### config.mk
export PLATFORM = sky130hd
export DESIGN_NAME = fifo_packetizer
export DESIGN_NICKNAME = d
export VERILOG_FILES = /design/src/rtl/fifo_packetizer.sv
export SDC_FILE = /design/constraint.sdc
export NUM_CORES = 1
export LEC_CHECK = 0
export ABC_AREA = 1
export BUFFER_PORTS_ARGS = -buffer_cell sky130_fd_sc_hd__buf_2
export CORE_ASPECT_RATIO = 0.6
export CORE_MARGIN = 5
export CORE_UTILIZATION = 30
export CTS_CLUSTER_SIZE = 10
export DETAILED_ROUTE_END_ITERATION = 16
export GPL_ROUTABILITY_DRIVEN = 0
export PLACE_DENSITY = 0.45
export SYNTH_ARGS = -nofsm -noshare
export SYNTH_HDL_FRONTEND = slang
export SYNTH_SLANG_ARGS = --single-unit
export TNS_END_PERCENT = 50
### constraint.sdc
create_clock -name clk -period 4.7 [get_ports clk]
set_input_delay 0.47 -clock clk [delete_from_list [all_inputs] [get_ports clk]]
set_output_delay 0.47 -clock clk [all_outputs]
set_load 0.01 [all_outputs]
### src/rtl/fifo_packetizer.sv
// Drains an upstream FIFO into framed packets: one header word (seq, len)
// followed by 1..MAX_LEN payload words, launched on a full packet or on timeout.
module fifo_packetizer #(
  parameter int aw      = 3,
  parameter int dw      = 32,
  parameter int fwft    = 0,
  parameter int MAX_LEN = 8,
  parameter int TIMEOUT = 255
) (
  input  logic          clk,
  input  logic          rst_n,
  input  logic [dw-1:0] fifo_dout,
  output logic          fifo_re,
  input  logic          fifo_empty,
  input  logic [aw:0]   fifo_count,
  output logic [dw-1:0] m_data,
  output logic          m_valid,
  input  logic          m_ready,
  output logic          m_first,
  output logic          m_last,
  output logic [15:0]   seq,
  output logic [15:0]   flush_cnt,
  output logic [1:0]    state_dbg
);

  localparam logic [1:0] S_IDLE = 2'd0;
  localparam logic [1:0] S_HDR  = 2'd1;
  localparam logic [1:0] S_BODY = 2'd2;
  localparam int TW = (TIMEOUT < 2) ? 1 : $clog2(TIMEOUT + 1);
  localparam int LW = aw + 1;

  logic [1:0]    state;
  logic          active;
  logic [TW-1:0] tcnt;
  logic [aw:0]   occ;
  logic [aw:0]   launch_len;
  logic [aw:0]   rem_rd;
  logic [aw:0]   rem_out;
  logic          full_hit;
  logic          time_hit;
  logic          launch;
  logic [dw-1:0] hdr_word;
  logic [dw-1:0] hdr_next;
  logic [dw-1:0] skid [2];
  logic          rd_ptr;
  logic          wr_ptr;
  logic [1:0]    skid_cnt;
  logic          in_flight;
  logic          cap;
  logic          pop;
  logic          in_pkt;
  logic [2:0]    fill;

  // Stream handshake: a beat transfers on a cycle with m_valid & m_ready; once
  // m_valid is high it stays high with m_data/m_first/m_last frozen until taken.

  assign occ        = fifo_empty ? '0 : fifo_count + LW'(1);
  assign full_hit   = occ >= LW'(MAX_LEN);
  assign time_hit   = (tcnt == TW'(TIMEOUT)) && (occ != '0);
  assign launch     = active && (state == S_IDLE) && (full_hit || time_hit);
  assign launch_len = full_hit ? LW'(MAX_LEN) : occ;

  assign in_pkt   = (state == S_HDR) || (state == S_BODY);
  assign m_valid  = (state == S_HDR) || ((state == S_BODY) && (skid_cnt != 2'd0));
  assign m_first  = (state == S_HDR);
  assign m_last   = (state == S_BODY) && (skid_cnt != 2'd0) && (rem_out == LW'(1));
  assign pop      = (state == S_BODY) && m_valid && m_ready;
  assign state_dbg = state;

  // Words already requested (buffered or still in flight) must fit in the
  // two-entry skid buffer once this cycle's pop is accounted for.
  assign fill    = {1'b0, skid_cnt} + {2'b0, in_flight} - {2'b0, pop};
  assign fifo_re = !fifo_empty &&
                   (launch || (in_pkt && (rem_rd != '0) && (fill < 3'd2)));
  assign cap     = (fwft != 0) ? fifo_re : in_flight;

  always_comb begin
    hdr_next = '0;
    hdr_next[dw-1 -: 16] = seq;
    hdr_next[15:0] = 16'(launch_len);
  end

  always_comb begin
    m_data = '0;
    if (state == S_HDR) begin
      m_data = hdr_word;
    end else if ((state == S_BODY) && (skid_cnt != 2'd0)) begin
      m_data = skid[rd_ptr];
    end
  end

  always_ff @(posedge clk or negedge rst_n) begin
    if (!rst_n) begin
      state     <= S_IDLE;
      active    <= 1'b0;
      tcnt      <= '0;
      rem_rd    <= '0;
      rem_out   <= '0;
      hdr_word  <= '0;
      seq       <= '0;
      flush_cnt <= '0;
      in_flight <= 1'b0;
      skid[0]   <= '0;
      skid[1]   <= '0;
      rd_ptr    <= 1'b0;
      wr_ptr    <= 1'b0;
      skid_cnt  <= '0;
    end else begin
      active <= 1'b1;

      case (state)
        S_IDLE:  if (launch) state <= S_HDR;
        S_HDR:   if (m_ready) state <= S_BODY;
        S_BODY:  if (pop && (rem_out == LW'(1))) state <= S_IDLE;
        default: state <= S_IDLE;
      endcase

      // The timeout only runs while idling on a non-empty FIFO.
      if ((state == S_IDLE) && !launch && !fifo_empty) begin
        if (tcnt != TW'(TIMEOUT)) tcnt <= tcnt + TW'(1);
      end else begin
        tcnt <= '0;
      end

      if (launch) begin
        hdr_word <= hdr_next;
        rem_out  <= launch_len;
        rem_rd   <= launch_len - LW'(fifo_re);
        if (!full_hit && (flush_cnt != 16'hFFFF)) flush_cnt <= flush_cnt + 16'd1;
      end else begin
        if (fifo_re) rem_rd <= rem_rd - LW'(1);
        if (pop) rem_out <= rem_out - LW'(1);
      end

      if ((state == S_HDR) && m_ready) seq <= seq + 16'd1;

      in_flight <= (fwft == 0) && fifo_re;
      if (cap) begin
        skid[wr_ptr] <= fifo_dout;
        wr_ptr       <= ~wr_ptr;
      end
      if (pop) rd_ptr <= ~rd_ptr;
      skid_cnt <= skid_cnt + {1'b0, cap} - {1'b0, pop};
    end
  end

endmodule

==> results_dict.tcl, run 1 <==
set metrics [dict create \
    postCtsSetupRepairBufs 0 \
    synth_top_area_frac 0.498 \
    grt_pass1_wl_um 31100 \
    clock-skew-final_ns 0.00513 \
    finalWirelength_um 19100 \
    power_mw 4.80 \
    antenna_found_initial 0 \
    rsz0062_at_grt "no" \
    max_freq_ghz 0.257 \
    initial_core_util 0.305 \
    setup_tns_ns 0 \
    worstSetupPathType "flop to output port" \
    critical_path_required_ns 4.23 \
    leakage_nw 4.33 \
    timing.final.crit_share 0.829 \
    ys_ff_latch 140 \
    grt_pass1_vias 5540 \
    hold_class "input port to asynchronous set/reset pin" \
    hpwl_um 13500 \
    postCtsHoldBufs 0 \
    synth_fp_nets 917 \
    r2r_cells 21 \
    grt_max_degree 66 \
    first_pass_iters 4 \
    setup_viol 0 \
    cts-resized-gates 0 \
    critPathTopFamily "adder cells" \
    clockBufferDepth 2 \
    drive_above_1_share 0.172 \
    pwr_density_cell_mw_per_mm2 570 \
    yosysWarnings 0 \
    htreeDepth 4 \
    endpoint_kind "output port" \
    die_w_um 208 \
    r2r_start "state_dbg[0]" \
    worstPathMaxFanout 7 \
    peakVddDrop_v 0.000261 \
    maxSlewViolCount 0 \
    worst-path-buf-inv 5 \
    numPortBuffers 109 \
    synthTopCellsByArea "dfrtp_1 50%, nand2_1 13%, o21ai_0 6.8%" \
    netlist_area_mm2 0.00703 \
    cp_slowest_cell "dfrtp_1" \
    post-route-util 0.364 \
    grtUsageMet1 0.238 \
    maxCapViolCount 0 \
    hold_viol_final 0 \
    cp-startpoint "state_dbg[0]" \
    remaining_drc_errors 0 \
    tightest_slew_ns 1.11 \
    numCtsBuffers 17 \
    min_period_ns 3.90 \
    root_buffer "clkbuf_16" \
    busiest_layer "met1" \
    clk_latency_ns 0.42 \
    antenna_left 0 \
    wl_per_cell_um 14.8 \
    outcome "complete, no violations" \
    initialDrtViolationCount 377 \
    synth_top_area_cell "dfrtp_1" \
    rows 43 \
    synth_seq_area_share 0.498 \
    max_stage_delay_ns 0.42 \
    path_cells "inv_1, ha_1, o21ai_1, a21oi_2, ha_1, inv_1, ha_1, inv_1, fa_1, xnor2_1, nand4_1, nand3_1, nand2_1, inv_1, buf_2" \
    grt-ovfl-total 0 \
    track_usage 0.146 \
    cp-start-kind "flop" \
    vias 5725 \
    cp_common_cell "inv_1" \
    avgSynthCellArea_um2 8.18 \
    use_met2 0.188 \
    path_depth 15 \
    syn_inst 860 \
    max_slew_margin 0.257 \
    fillerInstances 2455 \
    path_clk_slew_ns 0.06 \
    area_growth_pct 19.6 \
    crit_arrival_ns 3.43 \
    clock-sinks 140 \
    grtUsageMet3 0.0395 \
    final_nets 1018 \
    r2r_setup_slack_ns 1.02 \
    die_height_um 129 \
    coreArea_mm2 0.0231 \
    dieArea_mm2 0.0267 \
    io_pins 110 \
    cts_tree "done" \
    yosysUniqueCellTypes 37 \
    cp-endpoint "fifo_re" \
    r2r_end "rem_rd[1]" \
    avgViaCountPerCell 4.44 \
]
-- worst reg2reg max path, stage by stage (launching register included) --
cell,delay [ns]
dfrtp_1,0.42
inv_1,0.12
ha_1,0.21
o21ai_1,0.14
a21oi_2,0.34
ha_1,0.30
inv_1,0.05
ha_1,0.13
inv_1,0.05
fa_1,0.37
xnor2_1,0.13
nand4_1,0.07
nand3_1,0.08
nand2_1,0.17
inv_1,0.16
ha_1,0.27
ha_1,0.28
inv_1,0.03
nand2_1,0.04
o21ai_0,0.09
nand2_1,0.08
nand2_1,0.04
-- cell families after synthesis --
family	count (synthesis)	synth area share
AO/OA/AOI/OAI	141	0.114
adder cells (fa/ha/maj)	17	0.0313
buffers and inverters	142	0.0808
AND/OR/NAND/NOR	379	0.225
other	1	0.000533
XOR/XNOR	40	0.0509
flip-flops	140	0.498
-- stage by stage --
step / instance area (µm²) / hold WS (ns) / worst slack, ns / std cells
after floorplan: 7030 / 0.174 / 1.29 / 860
after global placement: 7870 / 0.466 / 1.09 / 1257
after detailed placement: 7870 / 0.466 / 1.03 / 1257
after CTS: 8410 / 0.0493 / 0.760 / 1289
after global routing: 8410 / 0.0714 / 0.452 / 1289
final: 8410 / 0.0263 / 0.803 / 1290
-- flip-flops by register name, indices dropped and copies added, names as in the netlist --
name       flops
skid          64
hdr_word      20
flush_cnt     16
seq           16
tcnt           8
rem_out        4
rem_rd         4
skid_cnt       2
state_dbg      2
active         1
cap            1
rd_ptr         1
wr_ptr         1
-- worst min-delay path by stage --
stage | startpoint | endpoint | slack [ns]
after detailed placement | rem_rd[1] | rem_rd[1] | 0.47
after floorplan | rst_n | active | 0.17
after global routing | rst_n | flush_cnt[4] | 0.07
after CTS | rst_n | flush_cnt[4] | 0.05
final | rst_n | flush_cnt[4] | 0.03
after global placement | skid[11] | skid[11] | 0.47
-- cell usage in the layout, fill, tap and decap left out, drive strengths merged, types with 19 or more instances in the layout --
master,instances
nor2,78
dfrtp,140
xor2,25
a21oi,19
o21ai,101
nand3,30
nand2,246
inv,109
buf,115
clkbuf,24
o32ai,20
-- area by class of cell --
class,count,area [µm²],area share
diodes,1,2.50,0.000298
clock buffers,24,472,0.0561
clock inverters,8,67.6,0.00803
inverters,109,409,0.0486
multi-input cells,578,2970,0.353
flip-flops and latches,140,3500,0.417
well taps,315,394,0.0469
repair buffers,115,597,0.0710
-- cell usage after synthesis (all sizes together) --
cell	instances
ha	16
fa	1
nor3	11
o32ai	20
xor2	25
a31oi	1
nand4	7
o21ai	101
nor4	2
clkbuf	25
nand2	246
or2	2
and2	1
xnor2	15
nor2	78
and3	2
conb	1
nand3	30
a21oi	19
inv	109
dfrtp	140
buf	8
-- power by group --
part | total, mW | switching (mW) | internal [mW]
Clock | 1.26 | 0.512 | 0.750
Combinational | 1.61 | 1.02 | 0.581
Sequential | 1.93 | 0.281 | 1.65
Total | 4.80 | 1.82 | 2.98
-- routing by layer --
| metal | wire length [µm] | vias up |
|---|---|---|
| met5 | 0 | - |
| met4 | 142 | 0 |
| met3 | 995 | 12 |
| met2 | 7050 | 121 |
| met1 | 11000 | 2653 |
| li1 | - | 2939 |
Note: power is estimated with default switching activity, not from simulation.
==> run 2: changes to the inputs <==
clock period = 4.1 ns   (was 4.7 ns; I/O delays follow)
==> run 2 against run 1 <==
Design area grew 0.33%. Critical path depth is 1 higher. Setup slack got worse by 0.43 ns. Via count increased by 0.47%. Combinational power rose by 16%. Count of clock-buffer cells in the layout is 1 lower. First-iteration DRC count shrank 7.7%. Core utilization increased by 0.12 points. Register-to-register slack worse by 0.47 ns. Largest cell class unchanged. Largest power group unchanged.
==> results_dict.tcl, run 2 (synthesized netlist as in run 1, its figures left out) <==
set metrics [dict create \
    wl_per_cell_um 15.0 \
    largestRegisters "skid: 64 flops, hdr_word: 20 flops" \
    clk_latency_ns 0.42 \
    fillerInstances 2470 \
    hpwl_um 13600 \
    cp-start-kind "flop" \
    postCtsSetupRepairBufs 0 \
    area_growth_pct 20.0 \
    first_pass_iters 5 \
    endpoint_kind "output port" \
    numPortBuffers 109 \
    grt_max_degree 80 \
    largest_reg_flops 64 \
    grt_pass1_wl_um 31000 \
    dp_cells 1258 \
    max_freq_ghz 0.268 \
    crit_arrival_ns 3.32 \
    drive_above_1_share 0.177 \
    leakage_nw 4.34 \
    hold_class "input port to asynchronous set/reset pin" \
    layout_common_cells "239 x nand2_1, 140 x dfrtp_1, 108 x buf_2, 104 x inv_1, 96 x o21ai_0" \
    regMostFlops "skid" \
    maxCapViolCount 0 \
    peakVddDrop_v 0.000324 \
    setup_viol 0 \
    root_buffer "clkbuf_16" \
    maxSlewViolCount 0 \
    critical_path_required_ns 3.69 \
    track_usage 0.146 \
    holdWs_ns 0.0201 \
    finalWirelength_um 19300 \
    path_clk_slew_ns 0.06 \
    num_antenna_cells 0 \
    rsz0062_at_grt "no" \
    worstPathMaxFanout 7 \
    antenna_left 0 \
    layout.cells.non_filler 1289 \
    min_period_ns 3.73 \
    hold_viol_final 0 \
    vias 5752 \
    numCtsBuffers 17 \
    tightest_slew_ns 1.09 \
    clock-skew-final_ns 0.00788 \
    htreeDepth 4 \
    timing.final.crit_share 0.909 \
    worstSetupPathType "flop to output port" \
    die_w_um 208 \
    outcome "complete, no violations" \
    rows 43 \
    die_height_um 129 \
    initial_core_util 0.305 \
    pwr_density_cell_mw_per_mm2 656 \
    dieArea_mm2 0.0267 \
    grt-ovfl-total 0 \
    coreArea_mm2 0.0231 \
    grt_pass1_vias 5540 \
    io_pins 110 \
    initialDrtViolationCount 348 \
    max_slew_margin 0.270 \
    r2r_cells 22 \
    final_common_cell "nand2_1" \
    antenna_found_initial 0 \
    clock-sinks 140 \
    clockBufferDepth 2 \
    final_nets 1019 \
    remaining_drc_errors 0 \
    setup_tns_ns 0 \
    avgViaCountPerCell 4.46 \
    cts_tree "done" \
]
[run 2: layout make-up]
class | count | area [µm²] | share of cell area
Inverter | 109 | 409 | 0.0485
Multi-Input combinational cell | 578 | 2970 | 0.352
Timing Repair Buffer | 116 | 617 | 0.0731
Clock buffer | 23 | 478 | 0.0566
Sequential cell | 140 | 3500 | 0.415
Clock inverter | 8 | 67.6 | 0.00801
Tap cell | 315 | 394 | 0.0467
[run 2: power by group]
group	total, mW	switching [mW]	internal [mW]
combinational	1.86	1.18	0.680
clock	1.46	0.585	0.873
sequential	2.22	0.329	1.89
total	5.53	2.09	3.44
[run 2: what timing repair did]
item	4_1_cts	5_1_grt
gates resized for setup	0	2
endpoints found under the setup margin	0	1
hold buffers	0	0
[run 2: final timing paths]
path                            slack, ns     startpoint           end
worst max-delay path                 0.37   state_dbg[0]       fifo_re
worst min-delay path                 0.02          rst_n  flush_cnt[4]
worst max register to register       0.55   state_dbg[0]     rem_rd[1]
worst min register to register       0.48      rem_rd[1]     rem_rd[1]
max in group asynchronous            3.04          rst_n  hdr_word[29]
min in group clk                     0.26  fifo_dout[26]      skid[26]
[run 2: worst max-delay path, cell delays in order (launching register included)]
cell     delay, ns
dfrtp_1       0.43
inv_1         0.11
ha_1          0.25
o21ai_2       0.11
a21oi_2       0.08
buf_4         0.17
ha_1          0.27
inv_1         0.06
ha_1          0.13
inv_1         0.05
fa_1          0.37
xnor2_1       0.18
nand4_1       0.11
nand3_1       0.10
nand2_1       0.14
inv_2         0.16
buf_2         0.17
[run 2: metal layers]
layer | global-route usage | routed length (µm) | up-vias
met5 | 0 | 0 | -
met4 | 0.0347 | 153 | 0
met3 | 0.0344 | 817 | 11
met2 | 0.187 | 7130 | 112
met1 | 0.240 | 11200 | 2700
li1 | - | - | 2929
[run 2: metrics by stage]
step                 util  instance area (µm²)  worst slack, ns  power (mW)
floorplan               -                 7030            0.685        3.42
global placement    0.342                 7890            0.574        4.11
detailed placement  0.342                 7890            0.415        4.11
CTS                 0.365                 8430            0.153        5.61
global route        0.366                 8440           0.0423        5.98
finish              0.366                 8440            0.372        5.53
